### src/rtl/pc_pkg.sv
// pc_pkg: shared definitions for the program-counter unit.
//   DEF_RESET_VEC / DEF_EXC_VEC : default reset and exception vectors (32-bit,
//                                 truncated to ADDR_W by the user).
//   pc_sel_e                    : next-PC source, listed in priority order.
//   jump_target()               : j/jal target from the sequential PC and the
//                                 26-bit instr_index field.
package pc_pkg;

  localparam logic [31:0] DEF_RESET_VEC = 32'h0000_3000;
  localparam logic [31:0] DEF_EXC_VEC   = 32'h0000_4180;

  typedef enum logic [2:0] {
    SEL_EXC,
    SEL_ERET,
    SEL_HOLD,
    SEL_JR,
    SEL_J,
    SEL_BR,
    SEL_SEQ
  } pc_sel_e;

  // Computed at full 32-bit width; callers zero-extend seq and truncate the
  // result, so a 28-bit PC simply loses the (zero) upper field.
  function automatic logic [31:0] jump_target(input logic [31:0] seq,
                                              input logic [25:0] idx);
    return {seq[31:28], idx, 2'b00};
  endfunction

endpackage

### src/rtl/pc_unit_ras_stack.sv
// ras_stack: circular LIFO of return addresses.
//   clk, rst : clock, synchronous active-high reset (clears pointer and count)
//   push     : write din as the new top
//   pop      : drop the current top (ignored when empty)
//   din      : address to push
//   top      : current top entry (meaningless when cnt == 0)
//   cnt      : number of valid entries, saturating at DEPTH
// Pushing when full overwrites the oldest entry because the pointer wraps.
// push and pop together replace the top in place (count unchanged).
module ras_stack #(
  parameter int DEPTH = 4,
  parameter int W     = 32
) (
  input  logic                   clk,
  input  logic                   rst,
  input  logic                   push,
  input  logic                   pop,
  input  logic [W-1:0]           din,
  output logic [W-1:0]           top,
  output logic [$clog2(DEPTH):0] cnt
);

  localparam int PW = $clog2(DEPTH);
  localparam logic [PW:0] FULL = (PW+1)'(DEPTH);

  logic [W-1:0]  mem [DEPTH];
  logic [PW-1:0] ptr;
  logic [PW-1:0] wr_idx;
  logic          has_top;

  assign has_top = (cnt != '0);
  assign top     = mem[ptr];
  // Pop+push overwrites the current top slot; a plain push goes one above it.
  assign wr_idx  = (pop && has_top) ? ptr : ptr + PW'(1);

  always_ff @(posedge clk) begin
    if (rst) begin
      ptr <= '0;
      cnt <= '0;
    end else begin
      unique case ({push, pop})
        2'b10: begin
          ptr <= ptr + PW'(1);
          if (cnt != FULL) cnt <= cnt + 1'b1;
        end
        2'b01: begin
          if (has_top) begin
            ptr <= ptr - PW'(1);
            cnt <= cnt - 1'b1;
          end
        end
        2'b11: begin
          // Empty pop is a no-op, leaving a plain push.
          if (!has_top) begin
            ptr <= ptr + PW'(1);
            cnt <= cnt + 1'b1;
          end
        end
        default: ;
      endcase
    end
  end

  // Storage carries no reset; contents are only meaningful while cnt > 0.
  always_ff @(posedge clk) begin
    if (push && !rst) mem[wr_idx] <= din;
  end

endmodule

### src/rtl/pc_unit.sv
// pc_unit: program counter with fixed-priority next-PC selection.
//   Sources (highest first): exc, eret, stall hold, jr, jump, branch, pc+4.
//   Optional return-address stack predicting `jr $ra`, enabled by defining
//   the macro RAS_EN. Without it, ras_cnt is 0, ret is ignored and call has
//   no side effect.
// Ports:
//   clk, rst        : clock, synchronous active-high reset
//   pc_wr           : update enable (0 = stall; exc/eret still redirect)
//   br_taken,br_off : taken branch and its signed word offset
//   jump, jump_adr  : j/jal and its instr_index field
//   call            : jal/jalr, pushes the return address
//   jr, jr_adr, ret : register jump, its target, and return qualifier
//   exc, eret       : exception entry / return
//   pc, epc         : registered PC and exception PC
//   npc             : combinational next PC
//   ras_cnt         : valid return-stack entries
module pc_unit
  import pc_pkg::*;
#(
  parameter int          ADDR_W    = 32,
  parameter logic [31:0] RESET_VEC = DEF_RESET_VEC,
  parameter logic [31:0] EXC_VEC   = DEF_EXC_VEC,
  parameter int          RAS_DEPTH = 4
) (
  input  logic                       clk,
  input  logic                       rst,
  input  logic                       pc_wr,
  input  logic                       br_taken,
  input  logic [15:0]                br_off,
  input  logic                       jump,
  input  logic [25:0]                jump_adr,
  input  logic                       call,
  input  logic                       jr,
  input  logic [ADDR_W-1:0]          jr_adr,
  input  logic                       ret,
  input  logic                       exc,
  input  logic                       eret,
  output logic [ADDR_W-1:0]          pc,
  output logic [ADDR_W-1:0]          npc,
  output logic [ADDR_W-1:0]          epc,
  output logic [$clog2(RAS_DEPTH):0] ras_cnt
);

  logic [ADDR_W-1:0] seq;
  logic [ADDR_W-1:0] br_tgt;
  logic [ADDR_W-1:0] j_tgt;
  logic [ADDR_W-1:0] jr_tgt;
  logic [ADDR_W-1:0] ras_top;
  logic [ADDR_W-1:0] off_ext;
  logic [31:0]       seq32;
  logic [31:0]       jt32;
  logic              use_ras;
  pc_sel_e           sel;

  assign seq     = pc + ADDR_W'(4);
  // Sign-extended word offset already scaled by 4.
  assign off_ext = {{(ADDR_W-18){br_off[15]}}, br_off, 2'b00};
  assign br_tgt  = seq + off_ext;
  assign jr_tgt  = {jr_adr[ADDR_W-1:2], 2'b00};

  always_comb begin
    seq32             = '0;
    seq32[ADDR_W-1:0] = seq;
    jt32              = jump_target(seq32, jump_adr);
  end
  assign j_tgt = jt32[ADDR_W-1:0];

  logic unused_jr;
  assign unused_jr = ^jr_adr[1:0];

`ifdef RAS_EN
  logic accept;
  logic ras_push;
  logic ras_pop;

  // Stack ops only take effect on a real, non-exceptional PC update.
  assign accept   = pc_wr & ~exc & ~eret;
  assign ras_push = accept & call;
  assign ras_pop  = accept & jr & ret & (ras_cnt != '0);
  assign use_ras  = ret & (ras_cnt != '0);

  ras_stack #(
    .DEPTH (RAS_DEPTH),
    .W     (ADDR_W)
  ) u_ras (
    .clk  (clk),
    .rst  (rst),
    .push (ras_push),
    .pop  (ras_pop),
    .din  (seq),
    .top  (ras_top),
    .cnt  (ras_cnt)
  );
`else
  assign ras_cnt = '0;
  assign use_ras = 1'b0;
  assign ras_top = '0;

  logic unused_ras;
  assign unused_ras = ^{call, ret};
`endif

  always_comb begin
    sel = SEL_SEQ;
    if (exc)           sel = SEL_EXC;
    else if (eret)     sel = SEL_ERET;
    else if (!pc_wr)   sel = SEL_HOLD;
    else if (jr)       sel = SEL_JR;
    else if (jump)     sel = SEL_J;
    else if (br_taken) sel = SEL_BR;
  end

  always_comb begin
    npc = seq;
    unique case (sel)
      SEL_EXC:  npc = EXC_VEC[ADDR_W-1:0];
      SEL_ERET: npc = epc;
      SEL_HOLD: npc = pc;
      SEL_JR:   npc = use_ras ? ras_top : jr_tgt;
      SEL_J:    npc = j_tgt;
      SEL_BR:   npc = br_tgt;
      default:  npc = seq;
    endcase
  end

  always_ff @(posedge clk) begin
    if (rst) begin
      pc  <= RESET_VEC[ADDR_W-1:0];
      epc <= '0;
    end else begin
      pc <= npc;
      if (exc) epc <= pc;
    end
  end

endmodule

### config.mk
export PLATFORM = sky130hd
export DESIGN_NAME = pc_unit
export DESIGN_NICKNAME = d
export VERILOG_FILES = /design/src/rtl/pc_pkg.sv /design/src/rtl/pc_unit_ras_stack.sv /design/src/rtl/pc_unit.sv
export SDC_FILE = /design/constraint.sdc
export NUM_CORES = 1
export LEC_CHECK = 0
export CORE_MARGIN = 3
export CORE_UTILIZATION = 47
export DETAILED_ROUTE_END_ITERATION = 7
export PLACE_DENSITY_LB_ADDON = 0.25
export SYNTH_ARGS = -nofsm -noshare
export SYNTH_HDL_FRONTEND = slang
export SYNTH_SLANG_ARGS = --single-unit
export TNS_END_PERCENT = 50
### constraint.sdc
create_clock -name clk -period 4.75 [get_ports clk]
set_clock_uncertainty 0.05 [all_clocks]
set_input_delay 0.95 -clock clk [delete_from_list [all_inputs] [get_ports clk]]
set_output_delay 0.95 -clock clk [all_outputs]
set_load 0.02 [all_outputs]
---- Word-level counts from Yosys, hierarchy flattened ----
Cells that the tools add are included.
operators by class
  $add $sub $neg .......................... 2
  multipliers ............................. 0
  divide/modulo/power cells ............... 0
  order comparisons ....................... 0
  equality and inequality tests ........... 5
  shift operators ......................... 0
  muxes and demuxes ....................... 7
  bitwise operators ....................... 0
  reductions and logical operators ........ 1
operators with widths
  operator                                                         count
  32-bit one-hot mux with 6 select lines                           1
  32-bit by 3-bit adder with 32-bit output, second input constant  1
  32-bit adder                                                     1
  3-bit two-way mux                                                4
  3-bit by 2-bit == test with 1-bit output, second input constant  2
  3-bit == test, second input constant                             2
  2-bit two-way mux                                                2
  3-bit by 1-bit == test with 1-bit output, second input constant  1
  3-bit zero test                                                  1
word-level totals
  register bits ........................... 64
  bits in latches ......................... 0
  RAM bits ................................ 0
  memory bits (read-only) ................. 0
  input bits .............................. 84
  output and inout bits ................... 99
  word-level logic and storage cells ...... 17
  memories ................................ 0

---- Depth between registers and ports, before layout ----
  depth after elaboration ................. 8
  gate-level depth with buffers ........... 16
  depth with buffers taken out ............ 15

---- Worst setup path before layout ----
OpenSTA, ideal clock, no wires.
  path type ............................... reg2out
  start ................................... register pc[2]
  end ..................................... output npc[23]
  data arrival time ....................... 3496 ps
  setup slack ............................. 254 ps
  stages on the path, launching flop included .. 16
  buffers on the path ..................... 2
  path through ............................ dfxtp_1 ha_1 clkbuf_1 inv_1 nor4_1 xor2_1 ha_1 buf_4 nand4_1 or3_1 a2bb2oi_2 a31oi_4 nor2_2 xor2_1 a21oi_1 a2bb2oi_1
between the ends
  cells in the longest elaborated chain, start to end .. 3
RTL lines
  element                                     line            RTL
  start: declaration                          pc_unit.sv:38   output logic [ADDR_W-1:0] pc,
  start signal: assignment                    pc_unit.sv:128  pc <= RESET_VEC[ADDR_W-1:0];
  start signal: assignment                    pc_unit.sv:131  pc <= npc;
  32-bit by 3-bit adder with 32-bit output *  pc_unit.sv:55   assign seq = pc + ADDR_W'(4);
  32-bit adder                                pc_unit.sv:58   assign br_tgt = seq + off_ext;
  32-bit one-hot mux with 6 select lines *    pc_unit.sv:115  unique case (sel)
  end: declaration                            pc_unit.sv:39   output logic [ADDR_W-1:0] npc,
Every way passes the cells marked *; elsewhere a longest branch is shown, timed or not.

---- Final worst setup path ----
  start ................................... register pc[6]
  end ..................................... output npc[30]
Same word-level chain as after synthesis.

==> flow_summary.yaml <==
outcome:
  status: "finished with violations"
  violations: "negative setup slack"
timing:
  fmax_mhz: 202.7
  worst_pin_slew_ns: 0.8785
  finalMaxSlewViolations: 0
  final-hold-violation-count: 0
  rsz0062_at_grt: "yes"
  setup_viol: 11
  fin_tns_setup_ns: -1.196
  worst_slack_ns: -0.1834
  slew-limit-headroom_pct: 41.37
  fin_crit_ns: 4.933
  fin_crit_sh_pct: 103.9
grt:
  grt_pass1_vias: 7349
  antenna_found_initial: 0
  track_usage_pct: 37.25
  grt_pass1_wl_um: 38740
  grt_max_degree: 47
  grt-ovfl-total: 0
synth:
  ys_ff_latch: 64
  ys_types: 74
  synth_edf_count: 0
  avgSynthCellArea_um2: 7.818
  synthFlopType: "dfxtp_1"
  synthesis.instances: 716
  synth_warnings: 0
  async_reset_ff_share_pct: 0
  yosysSeqAreaShare_pct: 22.89
  synth_area_um2: 5598
critical_path:
  cpMostUsedCell: "buf_6"
  crit_fanout: 5
  crit_type: "flip-flop to output pin"
  slowest_delay_ns: 0.41
  path_cells: "nand4_1 > nor3_2 > buf_6 > nand4_1 > xnor2_2 > ha_4 > buf_6 > inv_1 > o21ba_2 > o211ai_1 > o21ai_2 > or3_4 > mux2i_2 > nand3_1 > buf_6"
  cp_slowest_cell: "or3_4"
  cp-start-kind: "flip-flop"
  crit_arrival_ns: 3.93
  crit_required_ns: 3.75
  end_kind: "output pin"
floorplanning:
  placementRows: 39
  coreArea_um2: 11520
  io-pin-count: 183
  start_util_pct: 48.61
  die_width_um: 115.1
  die_area_um2: 13260
  die-height_um: 115.1
cts:
  cts_root_buf: "clkbuf_16"
  clkSinkCount: 64
  tritoncts: "done"
  cts_made_buffers: 9
  clock_latency_ns: 0.35
  clk_pin_slew_ns: 0.06
  cts.path.max_buffers: 2
  cts_max_level: 3
placement:
  io_buffers: 175
  dp_hpwl_um: 18480
  place_inst: 1149
  placed_area_um2: 8521
  globalplace.congestion: 1.077
pwr:
  power_density_nw_per_um2: 197.9
  irDropWorstVdd_mv: 0.1786
  p_leak_nw: 4.342
route:
  dr_wl_met3_um: 2720
  vias_per_cell: 6.358
  wl_met2_um: 12780
  ant_nets: 0
  routed_wl_um: 27270
  met1_length_um: 9920
  drt_iter0_drc: 1026
  post_drt_wl_per_cell_um: 22.69
  drt_first_pass_iters: 6
  topRoutingLayerUsed: "met4"
  vias: 7642
  drc: 0
layout:
  final_cells: 1202
  syn2layout_area_growth_pct: 74.72
  final_common_cell: "buf_4"
  final_cell_mix: "buf_4, clkdlybuf4s50_1, nor2_1, nand2_1, dfxtp_1"
  fin_util_pct: 84.93
  drive_above_1_share_pct: 32.67
  final_area_um2: 9781
  nets: 1174
  num_antenna_cells: 0
min_path:
  hold_class: "flip-flop to flip-flop"
run:
  max_cap_violations: 0
[cell families after synthesis]
group,share of synthesized area (%)
flops,22.89
mux,6.258
simple gates,24.83
xor+xnor,8.114
fa+ha+maj,8.181
buf+inv,4.984
other cells,0.06699
compound gates,24.68
[metal layers]
layer  vias up  track usage [%]
li1       3322                -
met1      3591            45.97
met2       566            60.92
met3       163            7.105
met4         0            20.74
met5         -                0
[power by group]
| group | internal [W] | total (W) | switching, W |
|---|---|---|---|
| Sequential | 0.000551 | 0.000567 | 0.0000156 |
| Combinational | 0.000300 | 0.000616 | 0.000316 |
| Clock | 0.000473 | 0.000752 | 0.000279 |
[worst max-delay path, delay by kind of cell (launching register included)]
family,cells,cell delay [ns]
adder cells (fa/ha/maj),1,0.31
AND/OR/NAND/NOR,5,1.30
buffers and inverters,4,0.52
flip-flops,1,0.37
multiplexers,1,0.22
XOR/XNOR,1,0.23
AO/OA/AOI/OAI,3,0.64
[flip-flops by register name, summed over array words and instances (netlist names)]
signal and count:
epc 32, pc 32
[synth_stat cells, drive strengths merged (6+ instances only)]
cell	count	area share [%]
a211oi	9	1.4
o21ai	38	3.6
a31oi	18	2.4
xnor2	27	4.4
inv	19	1.3
o211ai	6	0.80
nor4	6	1.1
or3	6	0.67
a21oi	42	3.8
nand3	28	2.6
a22o	8	1.3
a21o	11	1.5
nand2	72	4.8
a222oi	21	3.8
dfxtp	64	23
mux2i	35	6.3
clkbuf	24	1.6
nor2	79	5.4
a221oi	9	1.4
or2	6	0.67
nand4	19	2.3
nor3	15	1.5
xor2	24	3.8
ha	35	7.8
and2	19	2.1
buf	22	2.1
[timing repair]
item	4_1_cts	5_1_grt
pin swaps	23	58
resized for setup	95	118
buffers inserted	26	11
setup endpoints to repair	23	26
hold buffers	0	0
[cell type report]
type / instances / area (µm²)
Clock inverter: 5 / 80.08
Clock buffer: 11 / 242.7
Tap cell: 143 / 178.9
Sequential cell: 64 / 1291
Inverter: 19 / 71.32
Multi-Input combinational cell: 589 / 4702
Fill cell: 647 / 1735
Timing Repair Buffer: 371 / 3214
[stage by stage]
step / power (W) / setup slack, ns / hold slack (ns)
2_1_floorplan: 0.0008275 / 0.2537 / 0.5442
3_3_place_gp: 0.001092 / -0.5680 / 0.4487
3_5_place_dp: 0.001105 / -0.6266 / 0.4648
4_1_cts: 0.001859 / -0.05734 / 0.4787
5_1_grt: 0.001991 / -0.3119 / 0.5003
6_report: 0.001936 / -0.1834 / 0.4796
[path summary, 6_finish.rpt]
kind / startpoint / end / slack (ns) / depth (start not counted)
worst min register to register: epc[30]$_SDFFE_PP0P_ / epc[30]$_SDFFE_PP0P_ / 0.48 / 2
worst min-delay path: epc[30]$_SDFFE_PP0P_ / epc[30]$_SDFFE_PP0P_ / 0.48 / 2
worst max-delay path: pc[6]$_SDFF_PP0_ / npc[30] / -0.18 / 15
worst max register to register: pc[6]$_SDFF_PP0_ / pc[28]$_SDFF_PP0_ / 0.60 / 21
Note: power is estimated with default switching activity, not from simulation.
==> RTL edit (same flow settings) <==
Add a define of `RAS_EN`.
--- a/src/rtl/pc_unit.sv
+++ b/src/rtl/pc_unit.sv
@@ -14,6 +14,8 @@
 //   pc, epc         : registered PC and exception PC
 //   npc             : combinational next PC
 //   ras_cnt         : valid return-stack entries
+`define RAS_EN
+
 module pc_unit
   import pc_pkg::*;
 #(
Function: changed (Yosys sat finds a counterexample within 4 cycles, from zero or initial values and one cycle with rst high).
==> RTL edit against the unedited design <==
The flow still finishes with violations (negative setup slack); area after synthesis is 93% higher; sequential share of layout area is 20 points higher; via count is 32% higher; sequential cell count is 135 higher; setup slack worse by 270 ps; wire length is 44% higher; sequential power grew to 3.3 times the old value; largest power group is now sequential cells; cell area is 62% higher; power is 110% higher; non-clock buffer count is 51 higher; first-iteration DRC count is 8.7% lower.
==> RTL edit: results (changes against the unedited design) <==
Pin count of the biggest net entering global routing -> 38 (was 47)
Slew at the pin closest to its max-slew limit -> 1085 ps (was 878.5 ps)
Worst Path Max Fanout -> 3 (was 5)
Count of routing violations after the opening detailed-route iteration -> 937 (was 1026)
Outcome -> finished with violations (unchanged)
First-pass detailed-route iteration total -> 5 (was 6)
Area contributors post-synth -> sky130_fd_sc_hd__edfxtp_1 (36%), sky130_fd_sc_hd__dfxtp_1 (13%), sky130_fd_sc_hd__mux4_2 (6.7%), sky130_fd_sc_hd__mux2i_1 (4.7%), sky130_fd_sc_hd__ha_1 (4.3%) (was sky130_fd_sc_hd__dfxtp_1 (23%), sky130_fd_sc_hd__ha_1 (7.8%), sky130_fd_sc_hd__mux2i_1 (6.3%), sky130_fd_sc_hd__nor2_1 (5.2%), sky130_fd_sc_hd__nand2_1 (4.8%))
Synthesized netlist cell count -> 981 (was 716)
Total negative slack -> -5190 ps (was -1196 ps)
Number of standard cells in the final layout excluding fillers -> 1662 (was 1202)
Global-route wire length before repair -> 57640 um (was 38740 um)
Count of vias placed by the detailed router -> 10089 (was 7642)
Top cells by instance count after synthesis -> sky130_fd_sc_hd__edfxtp_1 (128), sky130_fd_sc_hd__nor2_1 (91), sky130_fd_sc_hd__a21oi_1 (78) (was sky130_fd_sc_hd__nor2_1 (77), sky130_fd_sc_hd__nand2_1 (72), sky130_fd_sc_hd__dfxtp_1 (64))
Proportion of synthesized chip area in sequential cells -> 48.82% (was 22.89%)
Netlist cell types -> 77 (was 74)
Placed wire-length estimate after detailed placement -> 27990 um (was 18480 um)
Arr. time, crit path -> 4200 ps (was 3930 ps)
Setup slack of the critical path after layout -> -453.3 ps (was -183.4 ps)
Number of antenna violations at the first check in global routing -> 2 (was 0)
Number of fillers in the final layout -> 1631 (was 647)
Global Route Usage Sum -> 31.21% (was 37.25%)
Net count of the finished layout -> 1492 (was 1174)
Post-Place Cells -> 1594 (was 1149)
Placed Instance Area -> 0.01437 mm2 (was 0.008521 mm2)
Worst VDD drop -> 0.2261 mV (was 0.1786 mV)
Num CTS Buffers -> 17 (was 9)
Violations in the final reports -> negative setup slack (unchanged)
Largest registers -> u_ras.mem: 128 flops, epc: 32 flops, pc: 32 flops (was epc: 32 flops, pc: 32 flops)
Clock H-tree levels -> 4 (was 3)
Number of setup violations in the final report -> 15 (was 11)
Post-synth EDFFs -> 128 (was 0)
Wire length after detailed routing -> 39360 um (was 27270 um)
Last weighted congestion value of the routability-driven placer -> 0.9670 (was 1.077)
Leakage power figure -> 6.274 nW (was 4.342 nW)
Ratio of cells with drive above 1 in the final layout -> 32.78% (was 32.67%)
Clock latency of the later-clocked register in the worst-skew pair -> 440 ps (was 350 ps)
Count of input and output buffers -> 180 (was 175)
[RTL edit: changes by cell type in the layout (fill, tap and decap cells not counted), sizes merged, moves of 15 or more]
cell and change:
edfxtp +128, buf +54, a21oi +37, mux4 +32, inv +19, mux2i +16, o21ai +15
[RTL edit: layout make-up]
type	instances	area share, %
Clock buffer	17	2.684
Clock inverter	15	0.9867
Inverter	31	0.7341
Multi-Input combinational cell	698	36.88
Sequential cell	199	33.27
Tap cell	280	2.210
Timing Repair Buffer	422	23.23
[RTL edit: final timing paths]
path | cells after the start | endpoint | slack (ps) | startpoint
worst max-delay path | 17 | npc[20] | -450 | pc[12]
worst min-delay path | 2 | epc[7] | 480 | epc[7]
worst max register to register | 19 | pc[29] | 640 | pc[12]
worst min register to register | 2 | epc[7] | 480 | epc[7]
[RTL edit: cell families (layout without fill, tap and decap cells)]
logic type | Yosys count | count (layout) | synth area share (%)
AOI/OAI and AO/OA | 246 | 246 | 15.20
buffers and inverters | 84 | 485 | 3.098
xor gates and xnor gates | 51 | 51 | 4.270
muxes | 83 | 83 | 11.42
and+or+nand+nor | 279 | 279 | 12.53
adders and majority gates | 39 | 39 | 4.664
DFF | 199 | 199 | 48.82
[RTL edit: metal layers]
layer	global-route usage (%)	up-vias	share of wire (%)
li1	-	4506	-
met1	43.53	4934	41
met2	49.41	581	47
met3	5.664	66	9.5
met4	10.91	2	2.5
met5	0	-	0.033
[RTL edit: critical path: stages (launching register included)]
cell and delay, ps:
sky130_fd_sc_hd__dfxtp_2 340, sky130_fd_sc_hd__nand4_1 240, sky130_fd_sc_hd__or4_4 610, sky130_fd_sc_hd__buf_6 160, sky130_fd_sc_hd__nor2_4 120, sky130_fd_sc_hd__xor2_2 220
sky130_fd_sc_hd__ha_4 250, sky130_fd_sc_hd__buf_6 120, sky130_fd_sc_hd__nand4_1 140, sky130_fd_sc_hd__nor2_1 80, sky130_fd_sc_hd__a21oi_2 180, sky130_fd_sc_hd__o41ai_4 100
sky130_fd_sc_hd__or3b_4 410, sky130_fd_sc_hd__buf_6 140, sky130_fd_sc_hd__xor2_2 190, sky130_fd_sc_hd__a21boi_2 100, sky130_fd_sc_hd__nor2_2 210, sky130_fd_sc_hd__buf_6 150
[RTL edit: repair_timing]
item                       CTS  global route
pin swaps                   37            40
setup buffers               23            14
gates resized for setup    163            81
setup endpoints to repair   24            25
[RTL edit: power by group]
group,internal (mW),switching [mW]
Clock,0.703,0.737
Sequential,1.85,0.0201
Combinational,0.355,0.371
[RTL edit: stage by stage]
step                hold WS [ps]  util [%]  setup slack, ps
floorplan                  455.3         -            9.794
global placement           446.9     64.83           -731.4
detailed placement         464.3     64.83           -755.0
CTS                        482.8     69.76           -494.0
global route               509.6     71.52           -546.9
finish                     479.2     71.52           -453.3
